==> src/rtl/keypad_scanner.sv <==
// 4x4 active-low matrix keypad scanner with frame-based debounce.
// Presents the last accepted key code and a registered, glitch-free held level.
module keypad_scanner #(
  parameter int SCAN_DIV       = 12000,
  parameter int DEBOUNCE_SCANS = 4
) (
  input  logic       hwclk,
  input  logic       rst,
  input  logic [3:0] row_in,
  output logic [3:0] col_out,
  output logic [3:0] button,
  output logic       bstate,
  output logic       key_strobe,
  output logic       multi
);

  localparam int             DW         = $clog2(SCAN_DIV);
  localparam logic [DW-1:0]  DWELL_LAST = DW'(SCAN_DIV - 1);
  localparam logic [4:0]     DEB        = 5'(DEBOUNCE_SCANS);

  typedef enum logic [1:0] {IDLE, PRESSING, HELD, RELEASING} state_t;

  logic [3:0]    row_s1, row_s2;
  logic [DW-1:0] dwell;
  logic [1:0]    col_idx;
  logic          eval;
  logic [3:0]    hits [4];

  state_t     state, state_d;
  logic [3:0] cnt, cnt_d;
  logic [3:0] cand, cand_d;
  logic [3:0] button_d;
  logic       bstate_d, strobe_d, multi_d;

  assign col_out = ~(4'b0001 << col_idx);

  always_ff @(posedge hwclk) begin
    if (rst) begin
      row_s1  <= '1;
      row_s2  <= '1;
      dwell   <= '0;
      col_idx <= '0;
      eval    <= 1'b0;
    end else begin
      row_s1 <= row_in;
      row_s2 <= row_s1;
      eval   <= 1'b0;
      if (dwell == DWELL_LAST) begin
        dwell   <= '0;
        col_idx <= col_idx + 2'd1;
        eval    <= (col_idx == 2'd3);
      end else begin
        dwell <= dwell + DW'(1);
      end
    end
  end

  // NOTE: hit bits carry no reset; every column is rewritten before the first evaluation.
  always_ff @(posedge hwclk) begin
    if (dwell == DWELL_LAST) hits[col_idx] <= ~row_s2;
  end

  function automatic logic [3:0] key_code(input logic [3:0] pos);
    case (pos)
      4'd0:  key_code = 4'd1;
      4'd1:  key_code = 4'd2;
      4'd2:  key_code = 4'd3;
      4'd3:  key_code = 4'd10;
      4'd4:  key_code = 4'd4;
      4'd5:  key_code = 4'd5;
      4'd6:  key_code = 4'd6;
      4'd7:  key_code = 4'd11;
      4'd8:  key_code = 4'd7;
      4'd9:  key_code = 4'd8;
      4'd10: key_code = 4'd9;
      4'd11: key_code = 4'd12;
      4'd12: key_code = 4'd14;
      4'd13: key_code = 4'd0;
      4'd14: key_code = 4'd15;
      default: key_code = 4'd13;
    endcase
  endfunction

  logic [15:0] hit_vec;
  logic [4:0]  nhits;
  logic [3:0]  hit_pos, code;
  logic        frame_empty, frame_single, frame_multi;
  logic [4:0]  cnt_inc;

  // hit_vec index is row*4 + column, matching the key-code table order.
  always_comb begin
    hit_vec = '0;
    nhits   = '0;
    hit_pos = '0;
    for (int c = 0; c < 4; c++)
      for (int r = 0; r < 4; r++)
        hit_vec[r*4 + c] = hits[c][r];
    for (int i = 0; i < 16; i++) begin
      if (hit_vec[i]) begin
        nhits   = nhits + 5'd1;
        hit_pos = 4'(i);
      end
    end
  end

  assign frame_empty  = (nhits == 5'd0);
  assign frame_single = (nhits == 5'd1);
  assign frame_multi  = (nhits >= 5'd2);
  assign code         = key_code(hit_pos);
  assign cnt_inc      = {1'b0, cnt} + 5'd1;

  // NOTE: every next-state variable gets its hold value first so no latch is inferred.
  always_comb begin
    state_d  = state;
    cnt_d    = cnt;
    cand_d   = cand;
    button_d = button;
    bstate_d = bstate;
    strobe_d = 1'b0;
    multi_d  = 1'b0;
    if (eval) begin
      multi_d = frame_multi;
      case (state)
        IDLE: if (frame_single) begin
          cand_d = code;
          if (DEB == 5'd1) begin
            button_d = code;
            bstate_d = 1'b1;
            strobe_d = 1'b1;
            cnt_d    = '0;
            state_d  = HELD;
          end else begin
            cnt_d   = 4'd1;
            state_d = PRESSING;
          end
        end
        PRESSING: begin
          if (frame_single && code == cand) begin
            if (cnt_inc >= DEB) begin
              button_d = cand;
              bstate_d = 1'b1;
              strobe_d = 1'b1;
              cnt_d    = '0;
              state_d  = HELD;
            end else begin
              cnt_d = cnt_inc[3:0];
            end
          end else if (frame_single) begin
            cand_d = code;
            cnt_d  = 4'd1;
          end else begin
            cnt_d   = '0;
            state_d = IDLE;
          end
        end
        HELD: if (frame_empty) begin
          if (DEB == 5'd1) begin
            bstate_d = 1'b0;
            cnt_d    = '0;
            state_d  = IDLE;
          end else begin
            cnt_d   = 4'd1;
            state_d = RELEASING;
          end
        end
        RELEASING: begin
          if (!frame_empty) begin
            cnt_d   = '0;
            state_d = HELD;
          end else if (cnt_inc >= DEB) begin
            bstate_d = 1'b0;
            cnt_d    = '0;
            state_d  = IDLE;
          end else begin
            cnt_d = cnt_inc[3:0];
          end
        end
        default: state_d = IDLE;
      endcase
    end
  end

  always_ff @(posedge hwclk) begin
    if (rst) begin
      state      <= IDLE;
      cnt        <= '0;
      cand       <= '0;
      button     <= '0;
      bstate     <= 1'b0;
      key_strobe <= 1'b0;
      multi      <= 1'b0;
    end else begin
      state      <= state_d;
      cnt        <= cnt_d;
      cand       <= cand_d;
      button     <= button_d;
      bstate     <= bstate_d;
      key_strobe <= strobe_d;
      multi      <= multi_d;
    end
  end

endmodule
==> config.mk <==
export PLATFORM = sky130hd
export DESIGN_NAME = keypad_scanner
export DESIGN_NICKNAME = d
export VERILOG_FILES = /design/src/rtl/keypad_scanner.sv
export SDC_FILE = /design/constraint.sdc
export NUM_CORES = 1
export LEC_CHECK = 0
export CAP_MARGIN = 0
export CORE_MARGIN = 1
export CORE_UTILIZATION = 60
export DETAILED_ROUTE_END_ITERATION = 8
export GPL_TIMING_DRIVEN = 0
export PLACE_DENSITY = 0.79
export SYNTH_ARGS = -nofsm -noshare
export SYNTH_HDL_FRONTEND = slang
export SYNTH_SLANG_ARGS = --single-unit
==> constraint.sdc <==
create_clock -name hwclk -period 13.9 [get_ports hwclk]
set_input_delay 3.475 -clock hwclk [delete_from_list [all_inputs] [get_ports hwclk]]
set_output_delay 3.475 -clock hwclk [all_outputs]
set_load 0.1 [all_outputs]
==> results of run 1 <==
[power by group]
group | switching, mW | leakage, nW | internal, mW
combinational | 0.00382 | 1.43 | 0.00310
clock | 0.0627 | 0.0956 | 0.0800
sequential | 0.000928 | 0.488 | 0.175
total | 0.0674 | 2.02 | 0.258
[layout by cell type (no fill, tap or decap), types with 4 or more instances in the layout]
cell type / count
nand2_1: 52
nor2_1: 50
dfxtp_1: 42
inv_1: 35
ha_1: 26
xnor2_1: 25
xor2_1: 23
nand3_1: 19
o21ai_0: 16
edfxtp_1: 16
clkdlybuf4s50_1: 16
clkbuf_1: 15
mux2i_1: 14
or2_2: 14
and2_1: 11
a21oi_1: 11
nor4_1: 10
nor3_1: 10
clkbuf_8: 10
and3_1: 9
nand4_1: 8
o21a_1: 7
nor2b_1: 6
buf_2: 5
o31ai_1: 5
a21boi_0: 5
nand2b_1: 5
o22ai_1: 5
and4_1: 5
o311ai_1: 4
o211ai_1: 4
a31oi_1: 4
xnor3_1: 4
a211oi_1: 4
[logic make-up after synthesis]
logic type,count (synthesis)
XOR/XNOR,61
adder cells (fa/ha/maj),27
flip-flops,58
buffers and inverters,56
AO/OA/AOI/OAI,98
multiplexers,17
AND/OR/NAND/NOR,214
[layer usage]
| layer | part of all wire, % | wire length (um) | track usage, % |
|---|---|---|---|
| met2 | 49 | 4730 | 44.2 |
| met1 | 47 | 4520 | 31.9 |
| met4 | 1.1 | 108 | 7.80 |
| met5 | 0 | 0 | 0 |
| met3 | 3.0 | 288 | 3.64 |
[synthesized netlist by cell type, types with 14 or more instances]
master	count	share of area, %
nand2_1	52	4.2
nor2_1	50	4.1
dfxtp_1	42	18
inv_1	35	2.8
ha_1	26	7.0
xnor2_1	25	4.7
xor2_1	23	4.3
nand3_1	19	2.1
edfxtp_1	16	10
o21ai_0	16	1.7
mux2i_1	14	3.0
or2_2	14	1.9
[area by class of cell]
cell class	count	area (um^2)
clock inverter	2	10.0
tap	99	124
timing repair buffer	16	160
buffer	19	92.6
inverter	37	139
sequential	58	1320
clock buffer	14	174
multi-input combinational	417	3080
fill	598	2270
[worst min-delay path by stage]
| stage | startpoint | endpoint | slack [ns] | cells past startpoint |
|---|---|---|---|---|
| after floorplan | row_s1[0] | row_s2[0] | 0.39 | 1 |
| after global placement | row_s1[0] | row_s2[0] | 0.39 | 1 |
| after detailed placement | row_s1[1] | row_s2[1] | 0.39 | 1 |
| after CTS | row_s1[1] | row_s2[1] | 0.40 | 1 |
| after global routing | row_s1[0] | row_s2[0] | 0.42 | 1 |
| final | row_s1[1] | row_s2[1] | 0.41 | 1 |
[worst max-delay path, delay by kind of cell, from the launching register on]
family,cells,cell delay (ns)
fa+ha+maj,14,4.09
simple gates,21,2.85
compound gates,11,2.29
buf+inv,3,0.20
mux,2,0.54
flops,1,0.41
[stage by stage]
| stage | util, % | total power, mW | instances | hold WS, ns | setup WS, ns |
|---|---|---|---|---|---|
| 4_1_cts | 69.2 | 0.328 | 662 | 0.401 | 3.50 |
| 2_1_floorplan | - | 0.184 | 531 | 0.389 | 4.62 |
| 3_3_place_gp | 66.7 | 0.186 | 646 | 0.394 | 3.86 |
| 3_5_place_dp | 66.7 | 0.187 | 646 | 0.395 | 3.56 |
| 6_report | 69.2 | 0.326 | 662 | 0.408 | 3.48 |
| 5_1_grt | 69.2 | 0.335 | 662 | 0.421 | 2.61 |
[registers in the layout, indices dropped and copies added (netlist names)]
signal,flops
bstate,1
button,4
cand,4
cnt,4
col_idx,2
dwell,14
eval,1
hits,16
key_strobe,1
multi,1
row_s1,4
row_s2,4
state,2
==> flow_summary.yaml, run 1 <==
clock_tree:
  post_cts_buffers: 0
  numCtsBuffers: 9
  clk_path_buf_depth: 2
  path_clk_slew_ns: 0.06
  clock_latency_ns: 0.33
  cts_resized: 0
  holdBufCountCts: 0
  clock-sinks: 58
  cts_tree: "done"
  cts_max_level: 3
  cts_root_buffer: "clkbuf_8"
sta:
  fin_crit_sh_pct: 75.0
  hold_violations: 0
  relSlewSlack_pct: 16.3
  skew_ns: 0.00695
  setup_violations: 0
  rsz0062_at_grt: "false"
  finalCriticalPeriod_ns: 10.42
  fin_setup_tns_ns: 0
  max_clock_freq_ghz: 0.0960
  worst_slew_pin_slew_ns: 1.24
  slew_viol_final: 0
critical_path:
  critPathCaptureType: "register"
  worst_path_most_repeated_cell: "ha_1"
  critical_path_class: "register to register"
  path_max_fanout: 7
  worstPathRequired_ns: 14.15
  reg2reg_from: "hits[1][0]"
  endpoint: "button[2]"
  rr_worst_depth: 51
  rr_endpoint: "button[2]"
  crit_arrival_ns: 10.67
  crit_slowest_cell: "a2111oi_4"
  cpPeakStageDelay_ns: 0.56
  worst_setup_path_start_kind: "register"
  rrSetupSlack_ns: 3.48
  critPathLaunch: "hits[1][0]"
placed_design:
  gp_congestion: 0.867
  placed_cell_area_um2: 4920
  dp_hpwl_um: 7380
  port_buffers: 16
floorplanning:
  dieArea_um2: 8080
  num_io_pins: 17
  core-area_um2: 7370
  dieWidth_um: 89.9
  num_rows: 31
  die_height_um: 89.9
  start_util_pct: 62.9
power:
  powerDensity_nw_per_um2: 63.8
  peakVddDrop_mv: 0.120
  p_leak_nw: 2.02
cells_and_area:
  fin_nets: 590
  drive_above_1_share_pct: 10.1
  antenna-diode-count: 0
  design_area_um2: 5100
  area_delta_synth_final_pct: 10.1
yosys:
  syn_area_per_cell_um2: 8.73
  ys_seq_elements: 58
  syn_nets: 563
  ys_seq_area_share_pct: 28.5
  async_reset_ff_share_pct: 0
  yosys.area_share.simple_pct: 23.7
  synth_fa_ha_area_share_pct: 7.24
  synth_xor_area_share_pct: 15.6
  synth_top_family_by_area: "simple AND/OR/NAND/NOR gates"
  yosys_warnings: 0
  netlist_instances: 531
  synth_edf_count: 16
  muxShareOfSynthArea_pct: 3.75
  ys_types: 79
  synth_compound_area_share_pct: 16.2
  synth_area_um2: 4630
  ys.flop_type: "dfxtp_1"
grt:
  gr-total-overflow: 0
  antenna_found_initial: 0
  grtUsageTotal_pct: 25.2
  grt_max_degree: 11
  grt_pass1_wl_um: 16800
  grt_pass1_vias: 3719
routing:
  drtPass1Iterations: 4
  wl_per_cell_um: 14.6
  via_per_inst: 5.80
  vias: 3842
  postRouteAntennaNets: 0
  drt_iter0_drc: 163
  routed_wirelength_um: 9650
  drc: 0
status:
  outcome: "completed"
hold_path:
  min_path_type: "register to register"
run:
  maxCapViolCount: 0
(Power assumes the default switching activity.)
==> run 2, diff against run 1 <==
clock period = 10.65 ns   (was 13.9 ns; I/O delays follow)
==> flow_summary.yaml, run 2 (same netlist as run 1, synthesis figures left out) <==
status:
  outcome: "completed"
clock_tree:
  clk_path_buf_depth: 2
  clock-sinks: 58
  clock_latency_ns: 0.33
  cts_max_level: 3
  numCtsBuffers: 9
  path_clk_slew_ns: 0.06
  holdBufCountCts: 0
  cts_root_buffer: "clkbuf_8"
  cts_tree: "done"
routing:
  routed_wirelength_um: 9780
  wl_per_cell_um: 14.7
  via_per_inst: 5.81
  drtPass1Iterations: 4
  vias: 3872
  postRouteAntennaNets: 0
  drc: 0
  drt_iter0_drc: 164
floorplanning:
  core-area_um2: 7370
  num_rows: 31
  dieWidth_um: 89.9
  num_io_pins: 17
  start_util_pct: 62.9
  dieArea_um2: 8080
  die_height_um: 89.9
power:
  peakVddDrop_mv: 0.156
  switching_power_mw: 0.0872
  p_sw_share_pct: 20.6
  seqPwrFrac_pct: 54.2
  p_int_mw: 0.337
  powerDensity_nw_per_um2: 81.0
  power.share.clock_pct: 43.7
  p_leak_nw: 2.05
  combPwrFrac_pct: 2.1
  finalPower_mw: 0.424
cells_and_area:
  area_delta_synth_final_pct: 13.0
  ff_latch_area_um2: 1320
  final_cells: 666
  top_regs: "hits (16), dwell (14)"
  antenna-diode-count: 0
  design_area_um2: 5230
  final_common_cell: "nand2_1"
  largest_reg_flops: 16
  fin_nets: 594
  final_cell_mix: "nand2_1, nor2_1, dfxtp_1"
  regMostFlops: "hits"
  drive_above_1_share_pct: 12.9
  nFillCells: 579
  multi_input_area_um2: 3180
critical_path:
  worstPathRequired_ns: 10.90
  critical_path_class: "register to register"
  path_max_fanout: 7
  cpLargestDelayFamily: "adder cells"
  crit_slowest_cell: "edfxtp_1"
  worst_setup_path_start_kind: "register"
  cp_num_buf_inv: 4
  cpPeakStageDelay_ns: 0.41
  critPathCaptureType: "register"
  crit_arrival_ns: 10.16
  worst_path_most_repeated_cell: "ha_1"
placed_design:
  gp_congestion: 0.867
  placed_cell_area_um2: 4920
  dp_hpwl_um: 7380
  dp.cells: 646
  port_buffers: 16
sta:
  skew_ns: 0.00676
  fin_setup_tns_ns: 0
  hold_violations: 0
  finalHoldWorstSlack_ns: 0.407
  slew_viol_final: 0
  max_clock_freq_ghz: 0.101
  relSlewSlack_pct: 15.6
  setup_violations: 0
  finalCriticalPeriod_ns: 9.91
  fin_crit_sh_pct: 93.1
  worst_slew_pin_slew_ns: 1.25
run:
  maxCapViolCount: 0
grt:
  gr-total-overflow: 0
  grt_pass1_wl_um: 16800
  grt_max_degree: 11
  grt_pass1_vias: 3719
  grtUsageTotal_pct: 25.2
  antenna_found_initial: 0
hold_path:
  min_path_type: "register to register"
==> run 2: cell count changes in the layout (fill, tap and decap cells not counted), sizes merged <==
cell,previous run,this run
buf,7,11
==> run 2: cell type report <==
class                   instances  share of cell area (%)
multi-input cells             417                    60.8
well taps                      99                    2.37
clock inverters                 2                   0.191
repair buffers                 20                    3.63
clock buffers                  14                    3.32
inverters                      37                    2.65
plain buffers                  19                    1.77
flip-flops and latches         58                    25.2
==> run 2: power by group through the flow <==
stage / Combinational [mW] / Sequential [mW] / Clock, mW
finish: 0.00898 / 0.230 / 0.185
global placement: 0.00855 / 0.234 / 0
CTS: 0.00907 / 0.230 / 0.189
floorplan: 0.00535 / 0.234 / 0
detailed placement: 0.00902 / 0.234 / 0
global route: 0.0101 / 0.230 / 0.198
==> run 2: per-stage QoR <==
stage,setup slack [ns],util (%)
after floorplan,1.37,-
after global placement,0.611,66.7
after detailed placement,0.312,66.7
after CTS,0.253,69.2
after global routing,-0.00547,71.0
final,0.739,71.0
==> run 2: metal layers <==
layer | vias up | GRT usage, % | share of wire [%]
met2 | 76 | 44.2 | 50
met1 | 1820 | 31.9 | 46
li1 | 1964 | - | -
met5 | - | 0 | 0
met3 | 12 | 3.64 | 3.0
met4 | 0 | 7.80 | 1.3
==> run 2: what timing repair did <==
action,CTS,global route
resized for setup,0,20
setup endpoints to repair,0,17
buffers inserted,0,4
==> run 2: final timing paths <==
path / depth (start not counted) / end / from / slack, ns
worst min register to register: 1 / row_s2[1] / row_s1[1] / 0.41
worst max-delay path: 52 / button[2] / hits[1][0] / 0.74
worst max register to register: 52 / button[2] / hits[1][0] / 0.74
worst min-delay path: 1 / row_s2[1] / row_s1[1] / 0.41
==> run 3, diff against run 2 <==
CTS_CLUSTER_DIAMETER = 120   (was default)
==> results of run 3 <==
Same layout as run 2: the final DEF is identical, and so are final timing and power.
